===== config.mk =====
export PLATFORM = sky130hd
export DESIGN_NAME = ram_responder
export DESIGN_NICKNAME = d
export VERILOG_FILES = /design/src/rtl/ram_responder_pkg.sv /design/src/rtl/ram_responder_core.sv /design/src/rtl/ram_responder.sv
export SDC_FILE = /design/constraint.sdc
export NUM_CORES = 1
export LEC_CHECK = 0
export ABC_AREA = 1
export BUFFER_PORTS_ARGS = -buffer_cell sky130_fd_sc_hd__buf_4
export CAP_MARGIN = 10
export CORE_MARGIN = 5
export CORE_UTILIZATION = 40
export DETAILED_ROUTE_END_ITERATION = 16
export GPL_TIMING_DRIVEN = 0
export SLEW_MARGIN = 10
export SYNTH_ARGS = -nofsm -noshare
export SYNTH_HDL_FRONTEND = slang
export SYNTH_SLANG_ARGS = --single-unit

===== constraint.sdc =====
create_clock -name clk -period 2.6 [get_ports clk]
set_input_delay 0.39 -clock clk [delete_from_list [all_inputs] [get_ports clk]]
set_output_delay 0.39 -clock clk [all_outputs]
set_load 0.05 [all_outputs]

===== src/rtl/ram_responder_pkg.sv =====
// ram_responder_pkg: shared RAM bus widths and responder state encoding.
package ram_responder_pkg;
  localparam int DATA_W_DEF = 8;
  localparam int ADDR_W_DEF = 4;
  typedef enum logic {ST_CLEAR = 1'b0, ST_READY = 1'b1} state_t;
endpackage


===== src/rtl/ram_responder_core.sv =====
// ram_responder_core: DEPTH x DATA_W array, sync write port, registered read port holding when re=0.
module ram_responder_core #(
  parameter int DATA_W = 8,
  parameter int ADDR_W = 4
) (
  input  logic              clk,
  input  logic              rst,
  input  logic              we,
  input  logic [ADDR_W-1:0] waddr,
  input  logic [DATA_W-1:0] wdata,
  input  logic              re,
  input  logic [ADDR_W-1:0] raddr,
  output logic [DATA_W-1:0] rdata
);
  logic [DATA_W-1:0] r_mem [2**ADDR_W];
  always_ff @(posedge clk) begin
    if (we) r_mem[waddr] <= wdata;
  end
  always_ff @(posedge clk) begin
    if (rst) rdata <= '0;
    else if (re) rdata <= r_mem[raddr];
  end
endmodule


===== src/rtl/ram_responder.sv =====
// ram_responder: memory-side RAM bus endpoint with post-reset clear, conflict flag and request counters.
module ram_responder
  import ram_responder_pkg::*;
#(
  parameter int                DATA_W      = DATA_W_DEF,
  parameter int                ADDR_W      = ADDR_W_DEF,
  parameter int                CNT_W       = 8,
  parameter logic [DATA_W-1:0] CLEAR_VALUE = '0
) (
  input  logic              clk,
  input  logic              rst,
  input  logic              ram_rd,
  input  logic              ram_wr,
  input  logic [ADDR_W-1:0] addr,
  input  logic [DATA_W-1:0] ram_data_in,
  output logic [DATA_W-1:0] ram_data_out,
  output logic              rd_valid,
  output logic              busy,
  output logic              err_conflict,
  output logic [CNT_W-1:0]  rd_count,
  output logic [CNT_W-1:0]  wr_count
);
  state_t            r_state;
  logic [ADDR_W-1:0] r_clr_ptr;
  logic              r_rd_valid, r_busy, r_err, r_rd_prev, r_wr_prev;
  logic [CNT_W-1:0]  r_rd_count, r_wr_count;
  logic              w_ready, w_we, w_re, w_rd_inc, w_wr_inc;
  logic [ADDR_W-1:0] w_waddr;
  logic [DATA_W-1:0] w_wdata;
  assign w_ready  = r_state == ST_READY;
  // Clearing owns the write port; a conflicting read is dropped in favour of the write.
  assign w_we     = !rst && (w_ready ? ram_wr : 1'b1);
  assign w_waddr  = w_ready ? addr : r_clr_ptr;
  assign w_wdata  = w_ready ? ram_data_in : CLEAR_VALUE;
  assign w_re     = !rst && w_ready && ram_rd && !ram_wr;
  assign w_rd_inc = w_ready && ram_rd && !r_rd_prev && !ram_wr;
  assign w_wr_inc = w_ready && ram_wr && !r_wr_prev;
  ram_responder_core #(.DATA_W(DATA_W), .ADDR_W(ADDR_W)) u_core (
    .clk(clk), .rst(rst), .we(w_we), .waddr(w_waddr), .wdata(w_wdata),
    .re(w_re), .raddr(addr), .rdata(ram_data_out)
  );
  always_ff @(posedge clk) begin
    if (rst) begin
      r_state    <= ST_CLEAR;
      r_clr_ptr  <= '0;
      r_rd_valid <= 1'b0;
      r_busy     <= 1'b1;
      r_err      <= 1'b0;
      r_rd_count <= '0;
      r_wr_count <= '0;
      r_rd_prev  <= 1'b0;
      r_wr_prev  <= 1'b0;
    end else begin
      r_rd_prev <= ram_rd;
      r_wr_prev <= ram_wr;
      if (!w_ready) begin
        r_clr_ptr <= r_clr_ptr + 1'b1;
        if (&r_clr_ptr) begin
          r_state <= ST_READY;
          r_busy  <= 1'b0;
        end
      end else begin
        r_rd_valid <= w_re;
        if (ram_rd && ram_wr) r_err <= 1'b1;
        if (w_rd_inc && !(&r_rd_count)) r_rd_count <= r_rd_count + 1'b1;
        if (w_wr_inc && !(&r_wr_count)) r_wr_count <= r_wr_count + 1'b1;
      end
    end
  end
  assign rd_valid     = r_rd_valid;
  assign busy         = r_busy;
  assign err_conflict = r_err;
  assign rd_count     = r_rd_count;
  assign wr_count     = r_wr_count;
endmodule

---- Word level (Yosys, flattened, before mapping) ----
Memory sizes are Yosys's and may differ from the RTL's. A register that Yosys moved wholly into a read port is not among the register bits.
Cells that the tools add are included.
storage, ports and cells
  memories ................................ 1
  memory bits (writable) .................. 128
  word-level logic and storage cells ...... 46
  register bits ........................... 26
  latch bits .............................. 0
  bits in read-only memories .............. 0
  output and inout port bits .............. 27
cells by class
  multiply operators ...................... 0
  add/sub/neg operators ................... 3
  muxes and demuxes ....................... 7
  bitwise gates (word level) .............. 1
  magnitude comparators ................... 0
  divide/modulo/power cells ............... 0
  equal/unequal tests ..................... 0
  shift operators ......................... 0
  reduce and logical (&&, ||, !) cells .... 25
memory list
  memory        depth  bits a word  rd ports  clocked after memory_dff  write ports  RTL line                  text
  u_core.r_mem  16     8            1         1                         1            ram_responder_core.sv:15  logic [DATA_W-1:0] r_mem [2**ADDR_W];
operators with widths
  kind                                          count
  adder 8 x 1 -> 8 bit (second input constant)  2
  AND reduction 8 bit                           2
  logical AND 1 bit                             12
  two-way mux 8 bit                             1
  zero test 1 bit                               6
  AND reduction 2 bit                           3
  two-way mux 1 bit                             5
  AND reduction 5 bit                           1
  adder 4 x 1 -> 4 bit (second input constant)  1
  two-way mux 4 bit                             1
  AND reduction 4 bit                           1
  inverter 1 bit                                1

---- Depth between registers and ports, before layout ----
Gate-level depths: netlist of run 1.
  word-level depth ........................ 5
  gate-level depth with buffers ........... 10
  depth with buffers taken out ............ 9

---- By module ----
Synthesis of run 1 repeated with hierarchy kept, for this count alone.
second synthesis, totals
  cell total of the unflattened synthesis .. 697
  area, all modules ....................... 6956.7 um2
by module, submodules not included
  module              area each (um2)  sequential area each (um2)  instances  cells each
  ram_responder_core  5577.8           4003.8                      1          490
  ram_responder       1378.8           520.5                       1          207

---- Worst setup path after synthesis of run 1 ----
Ideal clock, no wire load.
  path type ............................... input -> register
  start ................................... in addr[3]
  end ..................................... mem u_core.r_mem[3][0], enable pin
  setup time .............................. 0.370 ns
  slack ................................... 0.777 ns
  stages .................................. 8
  arrival ................................. 1.452 ns
  data required time ...................... 2.230 ns
  path through ............................ buf_2 inv_2 nand2_1 o21ai_0 inv_1 nor2_1 nand2_1 nor2_1
between the ends
  cells in the longest elaborated chain, start to end .. 1
ends and longest elaborated chain
  item                RTL line                  text
  start: declaration  ram_responder.sv:14       input logic [ADDR_W-1:0] addr,
  two-way mux 4 bit   ram_responder.sv:33       assign w_waddr = w_ready ? addr : r_clr_ptr;
  end: declaration    ram_responder_core.sv:15
Every way passes these cells.

---- Worst setup path in the final report of run 1 ----
  start ................................... reg r_state
  end ..................................... mem u_core.r_mem[6][3], enable pin
between the ends
  cells in the longest elaborated chain, start to end .. 4
  elaborated cells on any way between the ends .. 5
  classes of those cells .................. mux: 4; reduce/logical: 1
ends and longest elaborated chain
  item                                     RTL line                  text
  start: declaration                       ram_responder.sv:23       state_t r_state;
  start signal: assignment                 ram_responder.sv:44       r_state <= ST_CLEAR;
  start signal: assignment                 ram_responder.sv:59       r_state <= ST_READY;
  two-way mux 1 bit                        ram_responder.sv:32       assign w_we = !rst && (w_ready ? ram_wr : 1'b1);
  logical AND 1 bit                        ram_responder.sv:32
  two-way mux 1 bit                        ram_responder_core.sv:17  if (we) r_mem[waddr] <= wdata;
  two-way mux 1 bit (not written as such)  ram_responder_core.sv:17
Parallel ways exist; a longest one is shown, timed or not.

==> results of run 1 <==
flip-flops by register name (all words and copies together) (netlist names):
| signal | flops |
|---|---|
| u_core.r_mem | 128 |
| rd_valid | 1 |
| u_core.rdata | 8 |
| busy | 1 |
| err_conflict | 1 |
| wr_count | 8 |
| r_state | 1 |
| r_clr_ptr | 4 |
| rd_count | 8 |
| r_rd_prev | 1 |
| r_wr_prev | 1 |
cell usage in the layout, fill, tap and decap left out, types with 2 or more instances in the layout:
cell type     n
nand2_1     268
edfxtp_1    128
nand3_1      99
inv_1        89
buf_4        40
dfxtp_1      34
nor2_1       31
a21oi_1      20
buf_2        18
clkbuf_16    17
o21ai_0      11
inv_2         6
buf_6         6
xor2_1        6
xnor2_1       5
clkbuf_1      4
clkinv_1      4
nand4_1       3
ha_1          3
bufinv_16     3
clkinv_4      3
nor2_2        2
nand2_2       2
nor3_1        2
inv_6         2
clkinvlp_4    2
report_power, final:
part           leakage, nW  switching, mW  total (mW)  internal [mW]
clock                0.281           1.01        2.52           1.51
sequential            1.53        0.00823        2.80           2.79
combinational         1.76          0.193       0.278         0.0858
kinds of logic after synthesis:
group                    synth area share [%]
AO/OA/AOI/OAI                            2.34
XOR/XNOR                                 1.37
adder cells (fa/ha/maj)                 0.532
buffers and inverters                    7.71
flip-flops                               64.1
AND/OR/NAND/NOR                          23.9
Yosys cell counts:
library cell | n | share of area (%)
buf_2 | 18 | 1.3
nand2_1 | 268 | 14
clkbuf_1 | 2 | 0.11
xor2_1 | 6 | 0.74
edfxtp_1 | 128 | 54
buf_1 | 1 | 0.053
xnor2_1 | 5 | 0.62
a32o_1 | 1 | 0.14
ha_1 | 3 | 0.53
o21ai_0 | 11 | 0.78
nor2_1 | 31 | 1.6
nand4_1 | 3 | 0.27
or2_1 | 1 | 0.089
clkinv_1 | 1 | 0.053
nor2_2 | 2 | 0.18
dfxtp_1 | 34 | 9.6
inv_1 | 89 | 4.7
nor3_1 | 2 | 0.14
buf_6 | 6 | 0.96
a21oi_1 | 20 | 1.4
nand2_2 | 2 | 0.18
buf_4 | 2 | 0.21
nand3_1 | 99 | 7.0
inv_2 | 6 | 0.32
nor3_2 | 1 | 0.14
worst min-delay path, cell delays in order:
cell and delay, ps:
buf_4 120, inv_1 40, nor2_1 40
path summary, 6_finish.rpt:
path / startpoint / end
setup / recovery: r_state$_SDFF_PP0_ / u_core.r_mem[6][3]$_DFFE_PP_
hold / removal: ram_rd / r_rd_prev$_SDFF_PP0_
setup reg to reg: r_state$_SDFF_PP0_ / u_core.r_mem[6][3]$_DFFE_PP_
hold reg to reg: busy$_SDFFE_PP1P_ / busy$_SDFFE_PP1P_
routing by layer:
layer	GRT usage [%]	wire, µm
met2	26.8	7880
met4	5.55	243
met5	0	11
met1	24.5	7860
met3	3.25	853
per-stage QoR:
step | total power [mW] | instances | util (%)
floorplan | 3.04 | 742 | -
global placement | 3.13 | 1005 | 44.1
detailed placement | 3.13 | 1005 | 44.1
CTS | 5.62 | 1037 | 47.5
global route | 5.77 | 1037 | 47.5
finish | 5.60 | 1037 | 47.5
final cells by class:
type | count | area (µm²) | share of cell area, %
plain buffers | 29 | 184 | 2.24
clock inverters | 13 | 160 | 1.95
well taps | 225 | 282 | 3.43
flip-flops and latches | 162 | 4520 | 55.1
inverters | 96 | 360 | 4.39
repair buffers | 38 | 285 | 3.47
multi-input cells | 455 | 1990 | 24.2
clock buffers | 19 | 433 | 5.27
==> impl_metrics.env, run 1 <==
export IMPL_outcome="finished, final reports clean"
export IMPL_cp_arrival_ps=2220
export IMPL_root_buffer="clkbuf_16"
export IMPL_num_vias=4946
export IMPL_place_area_um2=7620
export IMPL_rrSetupSlack_ps=430
export IMPL_cts_sinks=162
export IMPL_worstMarginPinSlew_ps=836
export IMPL_dieWidth_um=143
export IMPL_pre_cts_ws_ps=222
export IMPL_grt_overflow=0
export IMPL_diodes=0
export IMPL_worstSetupPathType="register to register"
export IMPL_cts_setup_buffers=0
export IMPL_fp_row_count=48
export IMPL_viasPerCell=4.77
export IMPL_cts_tree="built"
export IMPL_drc=0
export IMPL_finalWorstSetupSlack_ps=428
export IMPL_setup_violations=0
export IMPL_required_ps=2650
export IMPL_synth_cells=742
export IMPL_maxSlewHeadroom_pct=44.1
export IMPL_tns_ps=0
export IMPL_nFillCells=1672
export IMPL_cts_resized=0
export IMPL_min_period_ps=2170
export IMPL_grt_max_degree=17
export IMPL_areaGrowthSynthToFinish_pct=16.4
export IMPL_ctsHoldBuffers=0
export IMPL_start_kind="register"
export IMPL_cp_top_family="simple AND/OR/NAND/NOR gates"
export IMPL_ioPinCount=43
export IMPL_synth_seq_area_share_pct=64.1
export IMPL_antenna_found_initial=1
export IMPL_syn_nets=761
export IMPL_slowest_stage="nor2_1"
export IMPL_portBuffers=38
export IMPL_yosysWarnings=0
export IMPL_r2r_cells=4
export IMPL_crit_path_end_kind="register"
export IMPL_cp_depth=4
export IMPL_power_density_nw_per_um2=681
export IMPL_min_period_over_period_pct=83.5
export IMPL_hold_viol=0
export IMPL_critPathMaxFanout=10
export IMPL_slowest_delay_ps=700
export IMPL_dr_pass1_iters=5
export IMPL_syn_area_um2=7060
export IMPL_syn_avg_cell_area_um2=9.51
export IMPL_dieArea_um2=20400
export IMPL_worst_hold_slack_ps=201
export IMPL_gp_congestion=0.835
export IMPL_cts_path_max_buffers=2
export IMPL_clk_pin_slew_ps=60
export IMPL_cts_buffers=17
export IMPL_htree_num_levels=4
export IMPL_clk_latency_ps=430
export IMPL_drt_initial_drc_count=396
export IMPL_start_util_pct=40.8
export IMPL_hold_depth=3
export IMPL_fin_skew_ps=7.39
export IMPL_die_h_um=143
export IMPL_maxSlewViolCount=0
export IMPL_wl_per_cell_um=16.2
export IMPL_grt_pass1_wl_mm=26.1
export IMPL_rsz0062_at_grt="no"
export IMPL_yosysUniqueCellTypes=25
export IMPL_power_leakage_nw=3.57
export IMPL_fin_nets=818
export IMPL_hold_path_class="primary input to register"
export IMPL_max_freq_mhz=460
export IMPL_grt_usage_pct=17.2
export IMPL_dp_hpwl_mm=11.5
export IMPL_crit_buf_inv=1
export IMPL_design_area_um2=8220
export IMPL_maxCapViolations=0
export IMPL_core_um2=17300
export IMPL_first_global_vias=4577
export IMPL_ys_ff_latch=162
export IMPL_routed_wl_mm=16.8
export IMPL_postRouteAntennaNets=0
export IMPL_peakVddDrop_mv=0.454
export IMPL_crit_chain="buf_2 > o21ai_0 > nand3_1 > nor2_1"
export IMPL_layout_drive_gt1_share_pct=12.6
(Power assumes the default switching activity.)
==> run 2, diff against run 1 <==
- ABC_AREA: 1 -> 0
- clock period: 2.6 -> 1.98 ns (I/O delays scaled with it)
==> run 2 against run 1 <==
  * The run now ends with setup timing left
  * Hold slack got worse by 88 ps
  * Largest power group unchanged
  * Highest routed layer is now met4
  * Sequential cell count did not move
  * Synthesized cell count fell by 48%
  * Largest cell class unchanged
  * Critical path depth rose by 2
  * Global-route usage fell by 1.1 points
  * Count of clock-buffer cells in the layout fell by 2
==> impl_metrics.env, run 2 <==
export IMPL_layout_drive_gt1_share_pct=29.9
export IMPL_setup_violations=69
export IMPL_portBuffers=39
export IMPL_wl_per_cell_um=20.5
export IMPL_areaGrowthSynthToFinish_pct=23.8
export IMPL_ys_ff_latch=162
export IMPL_largest_reg_flops=128
export IMPL_mostFrequentLayoutCells="edfxtp_1, buf_4, dfxtp_1"
export IMPL_min_period_ps=2020
export IMPL_cts_sinks=162
export IMPL_nFillCells=1312
export IMPL_peakVddDrop_mv=0.647
export IMPL_synth_top_area_share_pct=59.6
export IMPL_die_h_um=137
export IMPL_cts_path_max_buffers=2
export IMPL_first_global_vias=3714
export IMPL_cp_arrival_ps=2160
export IMPL_clk_pin_slew_ps=60
export IMPL_grt_pass1_wl_mm=21.6
export IMPL_cts_tree="built"
export IMPL_async_flop_share_pct=0
export IMPL_synth_flop_cell="edfxtp_1"
export IMPL_maxSlewViolCount=0
export IMPL_synthAdderAreaFrac_pct=0.582
export IMPL_required_ps=2120
export IMPL_crit_chain="buf_4 > mux2i_1 > nor2b_1 > nand2_1 > nor2_4 > buf_12"
export IMPL_slowest_stage="dfxtp_1"
export IMPL_hold_path_class="primary input to register"
export IMPL_syn_area_um2=6450
export IMPL_synth_xor_area_share_pct=1.22
export IMPL_dieArea_um2=18800
export IMPL_num_vias=3696
export IMPL_maxSlewHeadroom_pct=34.4
export IMPL_synth_cells=385
export IMPL_final_common_cell="edfxtp_1"
export IMPL_cts_buffers=17
export IMPL_synthTopCellsByArea="edfxtp_1, mux4_2, dfxtp_1"
export IMPL_htree_num_levels=4
export IMPL_critPathMaxFanout=10
export IMPL_design_area_um2=7990
export IMPL_viasPerCell=5.40
export IMPL_routed_wl_mm=14.0
export IMPL_yosysUniqueCellTypes=38
export IMPL_tns_ps=-1230
export IMPL_ioPinCount=43
export IMPL_clk_latency_ps=420
export IMPL_syn_nets=404
export IMPL_dieWidth_um=137
export IMPL_synth_common_cells="edfxtp_1, dfxtp_1, nor2_1, mux4_2, mux2i_1"
export IMPL_synth_top_family_by_area="multiplexers"
export IMPL_postRouteAntennaNets=0
export IMPL_finalWorstSetupSlack_ps=-39.5
export IMPL_grt_usage_pct=16.0
export IMPL_min_period_over_period_pct=102
export IMPL_grt_max_degree=17
export IMPL_crit_path_end_kind="register"
export IMPL_root_buffer="clkbuf_16"
export IMPL_power_density_nw_per_um2=923
export IMPL_fp_row_count=46
export IMPL_outcome="finished, violations left"
export IMPL_diodes=0
export IMPL_largest_register="u_core.r_mem"
export IMPL_rsz0062_at_grt="yes"
export IMPL_synthMuxAreaShare_pct=14.3
export IMPL_drc=0
export IMPL_dp_hpwl_mm=9.01
export IMPL_fin_skew_ps=6.16
export IMPL_ctsHoldBuffers=0
export IMPL_power_leakage_nw=2.77
export IMPL_failed_checks="setup timing"
export IMPL_antenna_found_initial=0
export IMPL_yosys_cell_count_top_type="edfxtp_1"
export IMPL_start_kind="register"
export IMPL_grt_overflow=0
export IMPL_dr_pass1_iters=5
export IMPL_synth_edff_count=128
export IMPL_yosysTopAreaCell="edfxtp_1"
export IMPL_worstMarginPinSlew_ps=980
export IMPL_final_util_pct=50.5
export IMPL_start_util_pct=40.8
export IMPL_drt_initial_drc_count=325
export IMPL_max_freq_mhz=495
export IMPL_yosys_area_share_simple_pct=7.95
export IMPL_fin_nets=474
export IMPL_maxCapViolations=0
export IMPL_hold_viol=0
export IMPL_synth_seq_area_share_pct=70.1
export IMPL_place_area_um2=7010
export IMPL_synth_compound_area_share_pct=4.03
export IMPL_slowest_delay_ps=350
export IMPL_yosysWarnings=0
export IMPL_worstSetupPathType="register to register"
export IMPL_syn_avg_cell_area_um2=16.8
export IMPL_gp_congestion=0.812
export IMPL_core_um2=15800
## run 2: layout make-up
| class | instances | area [µm²] | share of cell area, % |
|---|---|---|---|
| multi-input cells | 198 | 1940 | 24.3 |
| inverters | 4 | 15.0 | 0.188 |
| well taps | 216 | 270 | 3.38 |
| plain buffers | 21 | 101 | 1.27 |
| clock buffers | 17 | 425 | 5.33 |
| flip-flops and latches | 162 | 4520 | 56.7 |
| repair buffers | 51 | 533 | 6.67 |
| clock inverters | 15 | 179 | 2.24 |
## run 2: kinds of logic after synthesis
logic type	after synthesis
AO/OA/AOI/OAI	38
XOR/XNOR	9
adder cells (fa/ha/maj)	3
buffers and inverters	25
flip-flops	162
multiplexers	52
AND/OR/NAND/NOR	96
## run 2: worst paths after layout
kind / startpoint / endpoint / slack (ps) / cells past startpoint
setup / recovery: r_state$_SDFF_PP0_ / u_core.r_mem[3][3]$_DFFE_PP_ / -40 / 6
hold / removal: ram_rd / r_rd_prev$_SDFF_PP0_ / 110 / 2
setup reg to reg: r_state$_SDFF_PP0_ / u_core.r_mem[3][3]$_DFFE_PP_ / -40 / 6
hold reg to reg: busy$_SDFFE_PP1P_ / busy$_SDFFE_PP1P_ / 470 / 1
## run 2: metal layers
layer  vias to the layer above  routed length [µm]  track usage (%)
met2                       139                6730             24.6
met5                         -                   0                0
met3                        30                1040             3.86
met1                      1868                5980             21.9
li1                       1659                   -                -
met4                         0                 271             6.93
## run 2: through the flow
stage	setup WS (ps)	std cells	total power, mW	hold WS [ps]
after detailed placement	-653	640	4.03	451
after CTS	0.264	677	7.41	98.2
after global placement	-670	640	4.03	441
after global routing	-95.2	684	7.60	132
final	-39.5	684	7.37	113
after floorplan	107	385	3.94	425
## run 2: worst max-delay path: cells and delay by family (launching register included)
kind          cells  cell delay, ps
mux               1             290
simple gates      3             760
flops             1             350
buf+inv           2             330
## run 2: where the power goes
group          total [mW]  leakage, nW  internal (mW)  switching [mW]
clock network        3.36        0.299           2.00            1.36
registers            3.68         1.52           3.66          0.0164
logic               0.329        0.947          0.150           0.179
## run 2: timing repair
action	in CTS	in global routing
setup buffers	5	7
setup endpoints to repair	128	125
gates cloned	0	0
pin swaps	5	8
resized for setup	32	2
==> run 3, diff against run 2 <==
==> constraint.sdc (replaced) <==
create_clock -name clk -period 2.35 [get_ports clk]
set_input_delay 0.3525 -clock clk [delete_from_list [all_inputs] [get_ports clk]]
set_output_delay 0.3525 -clock clk [all_outputs]
set_load 0.02 [all_outputs]
==> run 3 against run 2 <==
  * The flow still finishes with violations (setup timing)
  * Routed wire length decreased by 2.8%
  * First-iteration DRC count increased by 30%
  * Clock power shrank 16%
  * Global-route usage fell by 0.36 points
  * Final cell count decreased by 1.8%
  * Sequential share of layout area is 2.2 points higher
  * Core utilization fell by 1.9 points
  * Fmax shrank 18%
  * Sequential cell count did not move
  * Hold slack improved by 53 ps
  * Critical path type unchanged
  * Largest cell class unchanged
  * Largest power group unchanged
  * Highest routed layer unchanged
==> impl_metrics.env, run 3 (same netlist as run 2, synthesis figures left out) <==
export IMPL_maxSlewViolCount=0
export IMPL_maxSlewHeadroom_pct=30.4
export IMPL_setup_violations=8
export IMPL_die_h_um=137
export IMPL_hold_path_class="primary input to register"
export IMPL_start_kind="register"
export IMPL_max_freq_mhz=408
export IMPL_peakVddDrop_mv=0.559
export IMPL_htree_num_levels=4
export IMPL_dieArea_um2=18800
export IMPL_mostFrequentLayoutCells="edfxtp_1, buf_4, dfxtp_1"
export IMPL_drc=0
export IMPL_cts_path_max_buffers=2
export IMPL_routed_wl_mm=13.6
export IMPL_min_period_ps=2450
export IMPL_cp_arrival_ps=2500
export IMPL_hold_viol=0
export IMPL_num_vias=3611
export IMPL_critPathMaxFanout=10
export IMPL_diodes=0
export IMPL_viasPerCell=5.37
export IMPL_fp_row_count=46
export IMPL_root_buffer="clkbuf_16"
export IMPL_crit_path_end_kind="register"
export IMPL_areaGrowthSynthToFinish_pct=19.1
export IMPL_outcome="finished, violations left"
export IMPL_start_util_pct=40.8
export IMPL_clk_pin_slew_ps=60
export IMPL_dp_cells=640
export IMPL_grt_max_degree=17
export IMPL_ctsHoldBuffers=0
export IMPL_grt_usage_pct=15.7
export IMPL_largest_reg_flops=128
export IMPL_cts_sinks=162
export IMPL_worstMarginPinSlew_ps=1040
export IMPL_instances_no_fill=672
export IMPL_largest_register="u_core.r_mem"
export IMPL_drt_initial_drc_count=421
export IMPL_final_common_cell="edfxtp_1"
export IMPL_cts_tree="built"
export IMPL_layout_drive_gt1_share_pct=27.2
export IMPL_wl_per_cell_um=20.3
export IMPL_gp_congestion=0.812
export IMPL_core_um2=15800
export IMPL_power_leakage_nw=2.66
export IMPL_maxCapViolations=0
export IMPL_failed_checks="setup timing"
export IMPL_nFillCells=1340
export IMPL_dr_pass1_iters=4
export IMPL_first_global_vias=3645
export IMPL_dieWidth_um=137
export IMPL_min_period_over_period_pct=104
export IMPL_antenna_found_initial=0
export IMPL_cts_setup_buffers=0
export IMPL_clk_latency_ps=430
export IMPL_ioPinCount=43
export IMPL_grt_pass1_wl_mm=21.1
export IMPL_design_area_um2=7680
export IMPL_postRouteAntennaNets=0
export IMPL_grt_overflow=0
export IMPL_place_area_um2=7010
export IMPL_tns_ps=-809
export IMPL_cts_buffers=17
export IMPL_p_total_mw=6.17
export IMPL_dp_hpwl_mm=9.01
export IMPL_finalWorstSetupSlack_ps=-103
export IMPL_portBuffers=39
export IMPL_power_density_nw_per_um2=804
export IMPL_worstSetupPathType="register to register"
export IMPL_fin_nets=462
export IMPL_required_ps=2400
export IMPL_fin_skew_ps=5.90
export IMPL_rsz0062_at_grt="yes"
run 3: cell count changes in the layout (fill, tap and decap cells not counted):
cell	delta
nor2_1	+2
clkbuf_1	+1
a32oi_2	-1
a32oi_1	+1
nor2_2	+8
clkbuf_2	-1
nor2_4	-10
buf_12	-12
run 3: path summary, 6_finish.rpt:
check	startpoint	end	slack (ps)	depth (start not counted)
max	r_state$_SDFF_PP0_	u_core.r_mem[7][2]$_DFFE_PP_	-100	4
min	ram_rd	r_rd_prev$_SDFF_PP0_	170	2
max reg2reg	r_state$_SDFF_PP0_	u_core.r_mem[7][2]$_DFFE_PP_	-100	4
min reg2reg	busy$_SDFFE_PP1P_	busy$_SDFFE_PP1P_	470	1
run 3: timing repair:
action / CTS / global route
endpoints found under the setup margin: 64 / 112
resized for setup: 10 / 10
endpoints found under the hold margin: 0 / 0
run 3: metrics by stage:
| step | hold slack [ps] | setup WS, ps | utilization [%] |
|---|---|---|---|
| after floorplan | 481 | 434 | - |
| after global placement | 441 | -356 | 44.3 |
| after detailed placement | 451 | -339 | 44.3 |
| after CTS | 154 | 1.99 | 48.3 |
| after global routing | 188 | -242 | 48.5 |
| final | 166 | -103 | 48.5 |
run 3: layer usage:
layer | vias to the layer above | track usage [%] | share of wire, %
met5 | - | 0 | 0
met4 | 0 | 7.15 | 2.4
met3 | 29 | 3.86 | 6.7
met2 | 117 | 24.3 | 46
met1 | 1831 | 21.0 | 44
li1 | 1634 | - | -
run 3: power by group:
group	internal, mW	leakage [nW]	total, mW	switching [mW]
clock	1.69	0.299	2.83	1.15
sequential	3.09	1.52	3.10	0.0132
combinational	0.106	0.838	0.241	0.135
run 3: worst max-delay path: stages (launching register included):
cell and delay, ps:
dfxtp_1 350, buf_4 180, clkbuf_1 370, a31oi_1 300, nor2_1 880
run 3: layout make-up:
type	count	area, µm²	area share [%]
well taps	216	270	3.52
repair buffers	39	293	3.81
clock buffers	17	425	5.54
flip-flops and latches	162	4520	58.9
inverters	4	15.0	0.195
multi-input cells	198	1880	24.4
plain buffers	21	100	1.30
clock inverters	15	179	2.33
